File: src/rtl/seq_event_monitor.sv
// Event statistics for a sequence detector: saturating event count, last/min
// gap between accepted pulses, and a sticky threshold interrupt.
module seq_event_monitor #(
  parameter int unsigned CNT_W = 8,
  parameter int unsigned GAP_W = 8
) (
  input  logic             clk,
  input  logic             reset,
  input  logic             seq_detected,
  input  logic             enable,
  input  logic             clear_cnt,
  input  logic             clr_irq,
  input  logic [CNT_W-1:0] threshold,
  output logic [CNT_W-1:0] count,
  output logic             overflow,
  output logic [GAP_W-1:0] last_gap,
  output logic [GAP_W-1:0] min_gap,
  output logic             gap_valid,
  output logic             irq
);

  localparam logic [CNT_W-1:0] CNT_MAX = '1;
  localparam logic [GAP_W-1:0] GAP_MAX = '1;

  typedef enum logic [1:0] {
    IDLE  = 2'b00,
    TRACK = 2'b01
  } state_t;

  state_t           state, state_nxt;
  logic [GAP_W-1:0] gap_cnt, gap_cnt_nxt;
  logic [CNT_W-1:0] count_nxt;
  logic             overflow_nxt;
  logic [GAP_W-1:0] last_gap_nxt;
  logic [GAP_W-1:0] min_gap_nxt;
  logic             gap_valid_nxt;
  logic             irq_nxt;
  logic             accepted;

  assign accepted = seq_detected & enable & ~clear_cnt;

  // Next-state and next-statistics logic; clear_cnt discards a coincident pulse.
  always_comb begin
    state_nxt     = state;
    gap_cnt_nxt   = gap_cnt;
    count_nxt     = count;
    overflow_nxt  = overflow;
    last_gap_nxt  = last_gap;
    min_gap_nxt   = min_gap;
    gap_valid_nxt = gap_valid;
    irq_nxt       = irq;

    if (clr_irq) begin
      irq_nxt = 1'b0;
    end

    if (clear_cnt) begin
      state_nxt     = IDLE;
      gap_cnt_nxt   = '0;
      count_nxt     = '0;
      overflow_nxt  = 1'b0;
      last_gap_nxt  = '0;
      min_gap_nxt   = GAP_MAX;
      gap_valid_nxt = 1'b0;
    end else begin
      case (state)
        IDLE: begin
          gap_cnt_nxt = '0;
          if (accepted) begin
            state_nxt   = TRACK;
            gap_cnt_nxt = GAP_W'(1);
          end
        end
        TRACK: begin
          if (accepted) begin
            last_gap_nxt  = gap_cnt;
            gap_valid_nxt = 1'b1;
            gap_cnt_nxt   = GAP_W'(1);
            if (gap_cnt < min_gap) begin
              min_gap_nxt = gap_cnt;
            end
          end else if (gap_cnt != GAP_MAX) begin
            gap_cnt_nxt = gap_cnt + GAP_W'(1);
          end
        end
        default: begin
          state_nxt   = IDLE;
          gap_cnt_nxt = '0;
        end
      endcase

      // Interrupt fires only on a real increment landing on the threshold; set beats clr_irq.
      if (accepted) begin
        if (count == CNT_MAX) begin
          overflow_nxt = 1'b1;
        end else begin
          count_nxt = count + CNT_W'(1);
          if ((threshold != '0) && (count_nxt == threshold)) begin
            irq_nxt = 1'b1;
          end
        end
      end
    end
  end

  always_ff @(posedge clk or posedge reset) begin
    if (reset) begin
      state     <= IDLE;
      gap_cnt   <= '0;
      count     <= '0;
      overflow  <= 1'b0;
      last_gap  <= '0;
      min_gap   <= GAP_MAX;
      gap_valid <= 1'b0;
      irq       <= 1'b0;
    end else begin
      state     <= state_nxt;
      gap_cnt   <= gap_cnt_nxt;
      count     <= count_nxt;
      overflow  <= overflow_nxt;
      last_gap  <= last_gap_nxt;
      min_gap   <= min_gap_nxt;
      gap_valid <= gap_valid_nxt;
      irq       <= irq_nxt;
    end
  end

endmodule

File: config.mk
export PLATFORM = sky130hd
export DESIGN_NAME = seq_event_monitor
export DESIGN_NICKNAME = d
export VERILOG_FILES = /design/src/rtl/seq_event_monitor.sv
export SDC_FILE = /design/constraint.sdc
export NUM_CORES = 1
export LEC_CHECK = 0
export CORE_UTILIZATION = 25
export CTS_BUF_LIST = sky130_fd_sc_hd__clkbuf_8
export CTS_CLUSTER_SIZE = 10
export DETAILED_ROUTE_END_ITERATION = 6
export GPL_ROUTABILITY_DRIVEN = 0
export SYNTH_ARGS = -nofsm -noshare
export SYNTH_HDL_FRONTEND = slang
export SYNTH_SLANG_ARGS = --single-unit
File: constraint.sdc
create_clock -name clk -period 1.6 [get_ports clk]
set_input_delay 0.32 -clock clk [delete_from_list [all_inputs] [get_ports clk]]
set_output_delay 0.32 -clock clk [all_outputs]
set_load 0.05 [all_outputs]
Word level (Yosys, flattened, before mapping)
Cells that the tools add are included.
- register bits after elaboration: 37
- input bits: 14
- output and inout port bits: 27
- logic and storage cells: 63
- $add $sub $neg: 2
- $lt $le $gt $ge: 1
- eq/ne operators: 8
- mux-type cells: 29
- bitwise logic cells: 3
- reductions and logical operators: 12
- operator list (operator ; number):
    two-way mux 8 bit ; 13
    adder 8 x 1 -> 8 bit, second input constant ; 2
    one-hot mux 8 bit (2 select lines) ; 1
    two-way mux 1 bit ; 12
    equality test 8 bit ; 1
    equality test 8 bit, second input constant ; 1
    less-than comparator 8 bit ; 1
    != test 8 bit, second input constant ; 1
    AND reduction 2 bit ; 4
    nonzero test 2 bit ; 4
    nonzero test 8 bit ; 1
    two-way mux 2 bit ; 2
    != test 2 bit, second input constant ; 2
    != test 4 bit, second input constant ; 1
    one-hot mux 2 bit (2 select lines) ; 1
    != test 3 bit, second input constant ; 1
    AND reduction 3 bit ; 1
    AND 1 bit ; 2
    equality test 2 x 1 -> 1 bit, second input constant ; 1
    zero test 2 bit ; 1
    logical AND 1 bit ; 1
    NOT 1 bit ; 1

Longest topological paths before layout
Gate-level depths: netlist of the first run.
- depth after elaboration: 7
- gate-level depth with buffers: 7
- gate-level depth less buffers: 6

Worst setup path before layout of the first run
Ideal clock, no wire load.
- path type: reg-to-reg
- from: reg count[0]
- to: reg count[3]
- library setup time: 0.073 ns
- arrival time: 1.938 ns
- data required time: 1.527 ns
- setup slack: -0.411 ns
- cell stages (with the launch flop): 8
- buffers on the path: 1
- period minus slack after synthesis: 2.011 ns
- cells stage by stage: dfrtp_1 > ha_1 > and3_1 > buf_6 > a41oi_4 > nand4_1 > xor2_1 > nor2_1
- cells in the longest elaborated chain, start to end: 4
- elaborated cells between the ends (all ways): 7
- classes of those cells: add/sub (1); eq/ne (2); mux (3); reduce/logical (1)
- RTL lines (item ; RTL line ; text):
    from (decl) ; 14 ; output logic [CNT_W-1:0] count,
    from (signal assigned) ; 119 ; count <= count_nxt;
    adder 8 x 1 -> 8 bit ; 97 ; count_nxt = count + CNT_W'(1);
    two-way mux 8 bit ; 94 ; if (count == CNT_MAX) begin
    two-way mux 8 bit ; 93 ; if (accepted) begin
    two-way mux 8 bit ; 57 ; if (clear_cnt) begin
Several ways; a longest one is shown, not always the timed one. The select of a mux whose other input is x is not followed.
A chain may end at the register's enable or synchronous reset.

Final worst setup path of the first run
- from: reg min_gap[7]
- to: reg min_gap[1]
- cells in the longest elaborated chain, start to end: 3
- RTL lines (item ; RTL line ; text):
    from (decl) ; 17 ; output logic [GAP_W-1:0] min_gap,
    from (signal assigned) ; 122 ; min_gap <= min_gap_nxt;
    less-than comparator 8 bit ; 79 ; if (gap_cnt < min_gap) begin
    nonzero test 2 bit (no source line) ; - ;
    AND reduction 3 bit (no source line) ; - ;
Every way passes these cells.

==> results of run 1 <==
-- through the flow --
stage                     hold slack, ns  total power [uW]  instance area, um^2
after floorplan                    0.470              1110                 2060
after global placement             0.498              1260                 2960
after detailed placement           0.497              1270                 2960
after CTS                          0.392              1940                 3100
after global routing               0.424              2010                 3160
final                              0.384              1910                 3160
-- power breakdown --
group / switching, uW / internal, uW / leakage, uW / total [uW]
clock: 316 / 339 / 0.0000538 / 655
sequential: 14.3 / 932 / 0.000468 / 946
combinational: 160 / 153 / 0.000854 / 313
total: 491 / 1420 / 0.00138 / 1910
-- cell families (layout without fill, tap and decap cells) --
group | Yosys count | in the layout | synth area share
DFF | 36 | 36 | 0.449
buffers and inverters | 20 | 91 | 0.0438
adders and majority gates | 9 | 9 | 0.0555
and+or+nand+nor | 92 | 92 | 0.194
muxes | 12 | 12 | 0.0592
xor gates and xnor gates | 18 | 18 | 0.0777
AOI/OAI and AO/OA | 36 | 36 | 0.121
-- cell usage in the layout, fill, tap and decap left out, drive strengths merged, types with 2 or more instances in the layout --
master,n
buf,60
nor2,39
nand2,30
dfrtp,28
a21oi,17
clkdlybuf4s50,13
mux2i,12
inv,12
xnor2,10
ha,9
nand3,8
xor2,8
dfstp,8
clkbuf,6
a211oi,5
o21ai,5
nand4,3
a31oi,3
nor3,3
and3,3
and2,2
nand2b,2
-- layer usage --
metal | vias to the layer above | share of wire | wire [um]
met5 | - | 0 | 0
met4 | 0 | 0.011 | 54
met3 | 6 | 0.036 | 181
met2 | 38 | 0.50 | 2460
met1 | 836 | 0.46 | 2260
li1 | 896 | - | -
-- critical path: stages, from the launching register on --
cell	delay, ns
sky130_fd_sc_hd__dfstp_2	0.54
sky130_fd_sc_hd__inv_2	0.05
sky130_fd_sc_hd__ha_4	0.22
sky130_fd_sc_hd__a21oi_2	0.13
sky130_fd_sc_hd__o211ai_1	0.14
sky130_fd_sc_hd__a21oi_4	0.16
sky130_fd_sc_hd__buf_12	0.15
sky130_fd_sc_hd__mux2i_1	0.21
-- flip-flops by register name, indices dropped and copies added, names as in the netlist --
| name | flops |
|---|---|
| count | 8 |
| gap_cnt | 8 |
| gap_valid | 1 |
| irq | 1 |
| last_gap | 8 |
| min_gap | 8 |
| overflow | 1 |
| state | 1 |
-- how the worst min path moves through the flow --
stage / from / to / slack (ns) / depth (start not counted)
global route: reset / count[4]$_DFFE_PP0P_ / 0.42 / 3
floorplan: enable / state[0]$_DFFE_PP0P_ / 0.47 / 2
global placement: irq$_DFF_PP0_ / irq$_DFF_PP0_ / 0.50 / 1
detailed placement: irq$_DFF_PP0_ / irq$_DFF_PP0_ / 0.50 / 1
CTS: reset / gap_cnt[4]$_DFFE_PP0P_ / 0.39 / 3
finish: reset / gap_valid$_DFFE_PP0P_ / 0.38 / 3
-- timing repair --
action                     CTS  global route
pin swaps                    6            11
hold buffers                 0             0
setup endpoints to repair   10            17
gates resized for setup      8             9
setup buffers                1             2
-- cell type report --
cell class              instances  area share
flip-flops and latches         36       0.291
repair buffers                 73       0.268
clock inverters                 2     0.00238
multi-input cells             167       0.360
inverters                      10      0.0119
well taps                     102      0.0404
clock buffers                   6      0.0262
==> key figures, run 1 <==
GRT
  • Pin count of the biggest net entering global routing: 37
  • GR Util All Layers: 0.128
  • Met1 layer usage reported by global route: 0.157
  • Grt met3 use: 0.0282
  • Layer with the highest usage: met2
  • Number of antenna violations at the first check in global routing: 0
  • Wire length of the first global-routing pass: 8630 um
  • Met2 track utilization from global routing: 0.225
  • Via count of the first global-routing pass: 1,852
  • Overall overflow remaining after global route: 0

Drt
  • Total detailed-routing wirelength: 4960 um
  • Detail-routed net length per standard cell: 12.5 um
  • Via total after detailed routing: 1,776
  • 1st-iter DRT viols: 61
  • DR DRC count: 0
  • Length of the first detailed-routing pass in iterations: 4
  • Number of antenna-violating nets in the routed design: 0
  • Ratio of routed vias to standard cells: 4.48

Yosys
  • Leading post-synthesis cells by instance count: 38 x sky130_fd_sc_hd__nor2_1, 30 x sky130_fd_sc_hd__nand2_1, 28 x sky130_fd_sc_hd__dfrtp_1
  • Largest cells by area after synthesis: sky130_fd_sc_hd__dfrtp_1 35%, sky130_fd_sc_hd__dfstp_2 10%, sky130_fd_sc_hd__nor2_1 7.0%
  • Net count after synthesis: 246
  • Number of enable-type register cells in the synthesized netlist: 0
  • Leading area contributor after synthesis: sky130_fd_sc_hd__dfrtp_1
  • Post-synthesis async set-or-reset flop share: 1.00
  • Synth Area per Inst: 9.10 um^2
  • Cell Area, Synth: 2030 um^2
  • Leading cell type by number of instances after synthesis: sky130_fd_sc_hd__nor2_1
  • Area share of the leading cell type in the synthesized netlist: 0.345
  • Sequential fraction of the synthesis area: 0.449
  • Synth Register Bits: 36
  • Post-synth top flop: sky130_fd_sc_hd__dfrtp_1
  • Synth warnings: 0
  • Post-Synthesis Cells: 223
  • Count of cell types in the netlist: 34

Floorplan
  • Initial core utilization: 0.261
  • Die Y-Extent: 92.1 um
  • X dimension of the die: 92.1 um
  • Std-Cell Rows: 32
  • Floorplan die area: 8480 um^2
  • Core Region: 7770 um^2
  • IO Count: 41

Critical path
  • Worst setup path startpoint: min_gap[7]$_DFFE_PP1P_
  • Arrival time of data at the critical path endpoint: 1.88 ns
  • Worst setup slack for register-to-register paths: -0.07 ns
  • Nature of the critical path startpoint: flip-flop
  • Kind of capture point of the worst setup path: flip-flop
  • R2R Path End: min_gap[1]$_DFFE_PP1P_
  • Required time of the critical path: 1.81 ns
  • Cell depth of the worst flop-to-flop path: 7
  • Reg-to-reg startpoint: min_gap[7]$_DFFE_PP1P_
  • Destination of the critical timing path: min_gap[1]$_DFFE_PP1P_
  • Worst Path Max Fanout: 8
  • Crit path kind: reg -> reg

Final layout
  • Count of filler cells inserted in the layout: 805
  • Area taken by flip-flops and latches: 917 um^2
  • Number of antenna cells inserted: 0
  • P&R area growth vs syn: 55.6%
  • Total Nets Final: 316
  • Share of final-layout standard cells stronger than drive strength 1: 0.337
  • Post-Route Utilization: 0.406
  • Number of standard cells in the layout, taps in and fillers out: 396
  • Multi-input combinational cell area: 1140 um^2

STA
  • Post-layout min period: 1.67 ns
  • Slew Viols, Final: 0
  • Final setup violation count: 10
  • Max Clock Freq: 597 MHz
  • Worst rel slew slack: 0.792
  • Final hold violations: 0
  • Ratio of final minimum period to clock period: 1.05
  • Transition time at the pin with the least slew margin: 0.311 ns
  • Total negative setup slack: -0.417 ns
  • Unrepaired setup endpoints after global routing: true
  • Post-layout worst setup margin: -0.0738 ns
  • Clock skew: 0.00528 ns

Power
  • Maximum vdd drop: 0.299 mV
  • Static Leakage: 0.00138 uW
  • Power per Cell Area: 606 nW/um^2

Clocking
  • Clock-pin slew reported for the worst setup and hold paths after clock tree synthesis: 0.07 ns
  • H-tree lvl count: 2
  • CTS tree: yes
  • Cts bufs inserted: 5
  • Number of sinks on the clock net: 36
  • Root buffer cell: sky130_fd_sc_hd__clkbuf_8
  • Maximum clock path buffer count: 2
  • Clk_lat worst skew: 0.28 ns

Placed design
  • Pre-CTS setup slack: -0.297 ns
  • Post-DP HPWL: 3710 um
  • Cell Count Post-Placement: 386
  • Count of input and output buffers: 40

Run status
  • Violations in the final reports: negative setup slack
  • Result of the run: complete, but fails checks

Worst hold path
  • Worst hold-check path type: in -> async

Job
  • Number of max-capacitance violations reported: 0
Note: power is estimated with default switching activity, not from simulation.
==> inputs of run 2 (changes only) <==
MAX_ROUTING_LAYER = met4   (was default)
==> key figures, run 2 (same netlist as run 1, synthesis figures left out) <==
Final layout
  • Highest-count cells in the layout ignoring fill and taps: 38 x sky130_fd_sc_hd__nor2_1, 38 x sky130_fd_sc_hd__buf_4, 28 x sky130_fd_sc_hd__nand2_1 (unchanged)
  • Post-Route Utilization: 0.406 (unchanged)
  • P&R area growth vs syn: 55.6% (unchanged)
  • Share of final-layout standard cells stronger than drive strength 1: 0.337 (unchanged)
  • Number of antenna cells inserted: 0 (unchanged)
  • Total Nets Final: 316 (unchanged)

STA
  • Max Clock Freq: 597 MHz (about the same)
  • Slew Viols, Final: 0 (unchanged)
  • Total negative setup slack: -0.413 ns (was -0.417 ns)
  • Unrepaired setup endpoints after global routing: true (unchanged)
  • Final hold violations: 0 (unchanged)
  • Ratio of final minimum period to clock period: 1.05 (about the same)
  • Post-layout min period: 1.68 ns (was 1.67 ns)
  • Worst rel slew slack: 0.793 (was 0.792)
  • Clock skew: 0.00489 ns (was 0.00528 ns)
  • Transition time at the pin with the least slew margin: 0.309 ns (was 0.311 ns)
  • Final setup violation count: 10 (unchanged)
  • Post-layout worst setup margin: -0.0750 ns (was -0.0738 ns)

GRT
  • GR Util All Layers: 0.131 (was 0.128)
  • Wire length of the first global-routing pass: 8640 um (was 8630 um)
  • Pin count of the biggest net entering global routing: 37 (unchanged)
  • Number of antenna violations at the first check in global routing: 0 (unchanged)
  • Overall overflow remaining after global route: 0 (unchanged)
  • Via count of the first global-routing pass: 1,850 (was 1,852)

Floorplan
  • Core Region: 7770 um^2 (unchanged)
  • Floorplan die area: 8480 um^2 (unchanged)
  • Std-Cell Rows: 32 (unchanged)
  • X dimension of the die: 92.1 um (unchanged)
  • Die Y-Extent: 92.1 um (unchanged)
  • Initial core utilization: 0.261 (unchanged)
  • IO Count: 41 (unchanged)

Critical path
  • Cells along the critical path: inv_2 > ha_4 > a21oi_2 > o211ai_1 > a21oi_4 > buf_12 > mux2i_1 (unchanged)
  • Crit path kind: reg -> reg (unchanged)
  • Worst path slowest cell: sky130_fd_sc_hd__dfstp_2 (unchanged)
  • Stage delay of the slowest cell on the critical path: 0.54 ns (about the same)
  • R2R Path End: min_gap[1]$_DFFE_PP1P_ (unchanged)
  • Required time of the critical path: 1.81 ns (about the same)
  • Nature of the critical path startpoint: flip-flop (unchanged)
  • Arrival time of data at the critical path endpoint: 1.88 ns (about the same)
  • Reg-to-reg startpoint: min_gap[7]$_DFFE_PP1P_ (unchanged)
  • Kind of capture point of the worst setup path: flip-flop (unchanged)
  • Cell depth of the worst flop-to-flop path: 7 (unchanged)
  • Worst setup slack for register-to-register paths: -0.08 ns (was -0.07 ns)
  • Worst Path Max Fanout: 8 (unchanged)

Power
  • Maximum vdd drop: 0.299 mV (about the same)
  • Power per Cell Area: 606 nW/um^2 (about the same)
  • Static Leakage: 0.00138 uW (unchanged)
  • Final Total Pwr: 1910 uW (about the same)

Drt
  • 1st-iter DRT viols: 65 (was 61)
  • Total detailed-routing wirelength: 4950 um (was 4960 um)
  • Via total after detailed routing: 1,787 (was 1,776)
  • Detail-routed net length per standard cell: 12.5 um (about the same)
  • Ratio of routed vias to standard cells: 4.51 (was 4.48)
  • Number of antenna-violating nets in the routed design: 0 (unchanged)
  • Length of the first detailed-routing pass in iterations: 4 (unchanged)
  • DR DRC count: 0 (unchanged)

Clocking
  • Clock-pin slew reported for the worst setup and hold paths after clock tree synthesis: 0.07 ns (about the same)
  • CTS tree: yes (unchanged)
  • Clk_lat worst skew: 0.28 ns (about the same)
  • H-tree lvl count: 2 (unchanged)
  • Number of sinks on the clock net: 36 (unchanged)
  • Maximum clock path buffer count: 2 (unchanged)
  • Cts bufs inserted: 5 (unchanged)
  • Root buffer cell: sky130_fd_sc_hd__clkbuf_8 (unchanged)

Worst hold path
  • Worst hold-check path type: in -> async (unchanged)

Run status
  • Violations in the final reports: negative setup slack (unchanged)
  • Result of the run: complete, but fails checks (unchanged)

Placed design
  • Post-DP HPWL: 3710 um (unchanged)
  • Count of input and output buffers: 40 (unchanged)

Job
  • Number of max-capacitance violations reported: 0 (unchanged)
-- run 2: cell counts in the layout (fill, tap and decap cells not counted) --
No cell type changed its count.
-- run 2: how the worst max path moves through the flow --
stage                                 startpoint                endpoint  slack (ns)
after floorplan           min_gap[5]$_DFFE_PP1P_  min_gap[0]$_DFFE_PP1P_       -0.26
after global placement              seq_detected  min_gap[0]$_DFFE_PP1P_       -0.20
after detailed placement            seq_detected  min_gap[1]$_DFFE_PP1P_       -0.30
after CTS                 min_gap[7]$_DFFE_PP1P_  min_gap[1]$_DFFE_PP1P_        -0.1
after global routing      min_gap[7]$_DFFE_PP1P_  min_gap[1]$_DFFE_PP1P_       -0.14
final                     min_gap[7]$_DFFE_PP1P_  min_gap[1]$_DFFE_PP1P_       -0.08
-- run 2: critical path: cells and delay by family, from the launching register on --
kind                       cells  cell delay [ns]
AOI/OAI and AO/OA              3             0.43
adders and majority gates      1             0.22
buffers and inverters          2             0.20
DFF                            1             0.54
muxes                          1             0.21
-- run 2: power breakdown --
| group | total, uW | internal, uW | switching (uW) |
|---|---|---|---|
| clock network | 655 | 339 | 316 |
| registers | 946 | 932 | 14.2 |
| logic | 313 | 153 | 160 |
| total | 1910 | 1420 | 491 |
-- run 2: metrics by stage --
step | instances | instance area [um^2] | hold WS (ns) | setup slack (ns)
2_1_floorplan | 223 | 2060 | 0.470 | -0.262
3_3_place_gp | 386 | 2960 | 0.498 | -0.203
3_5_place_dp | 386 | 2960 | 0.497 | -0.297
4_1_cts | 395 | 3100 | 0.392 | -0.0997
5_1_grt | 396 | 3160 | 0.424 | -0.144
6_report | 396 | 3160 | 0.384 | -0.0750
-- run 2: repair_timing --
action | in CTS | in global routing
setup endpoints to repair | 10 | 17
pin swaps | 6 | 11
hold buffers | 0 | 0
gates resized for setup | 8 | 9
cloned | 0 | 0
setup buffers | 1 | 2
-- run 2: layout make-up --
cell class                      count  area (um^2)
Clock buffer                        6         82.6
Clock inverter                      2         7.51
Fill cell                         805         4610
Inverter                           10         37.5
Multi-Input combinational cell    167         1140
Sequential cell                    36          917
Tap cell                          102          128
Timing Repair Buffer               73          847
-- run 2: per-layer routing --
layer / part of all wire / routed length (um) / GRT usage / up-vias
met5: 0 / 0 / - / -
met4: 0.0077 / 38 / 0.0352 / 0
met3: 0.040 / 197 / 0.0257 / 5
met2: 0.50 / 2490 / 0.225 / 43
met1: 0.45 / 2220 / 0.157 / 843
li1: - / - / - / 896
==> variant: new RTL, flow settings as in run 2 <==
Put one more register stage on the output `count`, with the module's reset. The value now appears one clock later. The other outputs are not delayed to match.
--- a/src/rtl/seq_event_monitor.sv
+++ b/src/rtl/seq_event_monitor.sv
@@ -29,2 +29,4 @@
 
+  logic [CNT_W-1:0] count_s0;
+
   state_t           state, state_nxt;
@@ -45,3 +47,3 @@
     gap_cnt_nxt   = gap_cnt;
-    count_nxt     = count;
+    count_nxt     = count_s0;
     overflow_nxt  = overflow;
@@ -93,6 +95,6 @@
       if (accepted) begin
-        if (count == CNT_MAX) begin
+        if (count_s0 == CNT_MAX) begin
           overflow_nxt = 1'b1;
         end else begin
-          count_nxt = count + CNT_W'(1);
+          count_nxt = count_s0 + CNT_W'(1);
           if ((threshold != '0) && (count_nxt == threshold)) begin
@@ -109,3 +111,3 @@
       gap_cnt   <= '0;
-      count     <= '0;
+      count_s0  <= '0;
       overflow  <= 1'b0;
@@ -118,3 +120,3 @@
       gap_cnt   <= gap_cnt_nxt;
-      count     <= count_nxt;
+      count_s0  <= count_nxt;
       overflow  <= overflow_nxt;
@@ -127,2 +129,10 @@
 
+  always_ff @(posedge clk or posedge reset) begin
+    if (reset) begin
+      count <= '0;
+    end else begin
+      count <= count_s0;
+    end
+  end
+
 endmodule
Function: changed (Yosys sat finds a counterexample within 4 cycles, from zero or initial values and one cycle with reset high).
==> variant against run 2 <==
The flow still finishes with violations (negative setup slack); via count increased by 9.1%; count of clock-buffer cells in the layout decreased by 1; sequential cell count grew 8; routed wire length increased by 10%; power up 13%; design area rose by 10%; worst setup slack lost 0.12 ns; area after synthesis up 12%; critical path type unchanged; largest cell class unchanged.
==> variant: results (changes against run 2) <==
cts_resized: 2  # -6
grt_pass1_wl_microns: 8910  # +3.2%
routed-via-count: 1950  # +9.1%
setup_viol: 8  # -2
grt_max_degree: 39  # +5.4%
place_area_sq_mm: 0.00330  # +12%
yosysUniqueCellTypes: 44  # +29%
worst_pin_slew_ns: 0.341  # +0.0312 ns
violations: "negative setup slack"
cts_setup_buffers: 2  # +1
rr_endpoint: "min_gap[5]$_DFFE_PP1P_"
status: "complete, but fails checks"
drive_above_1_share: 0.355  # +0.0179
syn_nets: 254  # +3.3%
nNetsFinal: 335  # +6.0%
synth_area_leaders: "dfrtp_1 40%, dfstp_2 9.3%, nor2_1 6.3%, mux2i_1 5.3%, ha_1 5.0%"
dp_cells: 411  # +6.5%
synthAdderAreaFrac: 0.0496  # -0.00593
muxShareOfSynthArea: 0.0529  # -0.00633
worst_slack_ns: -0.191  # -0.116 ns
worstSkewPairLatency_ns: 0.30  # +0.02 ns
drt_wl_total_microns: 5460  # +10%
synth_xor_area_frac: 0.0656  # -0.0122
synth-seq-area-share: 0.489  # +0.0402
switching_share: 0.258  # +0.00179
fin_skew_ns: 0.00992  # +0.00503 ns
first_global_vias: 1901  # +2.8%
arrival_ns: 2.01  # +0.13 ns
place_worst_setup_slack_ns: -0.368  # -0.0710 ns
synth-compound-area-share: 0.0860  # -0.0350
drt_iter0_drc: 61  # -6.2%
hold_slack_ns: 0.255  # -0.130 ns
[variant: routing by layer]
layer,vias to the layer above,global-route usage,wire length (microns)
met3,6,0.0237,160
met4,0,0.0317,49
met5,-,-,0
met2,29,0.216,2960
li1,965,-,-
met1,950,0.135,2290
[variant: cell type report]
class | instances | area share
Clock buffer | 5 | 0.0198
Inverter | 9 | 0.00970
Clock inverter | 3 | 0.00467
Multi-Input combinational cell | 170 | 0.349
Tap cell | 108 | 0.0388
Timing Repair Buffer | 82 | 0.258
Sequential cell | 44 | 0.321
[variant: power groups by stage]
| stage | logic (mW) | clock network, mW | registers, mW |
|---|---|---|---|
| after floorplan | 0.113 | 0 | 1.21 |
| after global placement | 0.326 | 0 | 1.17 |
| after detailed placement | 0.331 | 0 | 1.17 |
| after CTS | 0.335 | 0.699 | 1.15 |
| after global routing | 0.373 | 0.741 | 1.15 |
| final | 0.343 | 0.668 | 1.15 |
[variant: how the worst max path moves through the flow]
stage | startpoint | endpoint | slack, ns | cells past startpoint
floorplan | min_gap[1]$_DFFE_PP1P_ | min_gap[0]$_DFFE_PP1P_ | -0.25 | 7
global placement | seq_detected | irq$_DFF_PP0_ | -0.34 | 7
detailed placement | seq_detected | min_gap[5]$_DFFE_PP1P_ | -0.37 | 6
CTS | min_gap[1]$_DFFE_PP1P_ | min_gap[5]$_DFFE_PP1P_ | -0.21 | 7
global route | min_gap[1]$_DFFE_PP1P_ | min_gap[4]$_DFFE_PP1P_ | -0.31 | 7
finish | min_gap[1]$_DFFE_PP1P_ | min_gap[5]$_DFFE_PP1P_ | -0.19 | 7
[variant: worst max-delay path, stage by stage (launching register included)]
cell      delay, ns
dfstp_2        0.55
inv_2          0.04
ha_4           0.20
a21o_1         0.18
a211oi_2       0.19
o311a_1        0.21
buf_12         0.15
mux2i_1        0.20
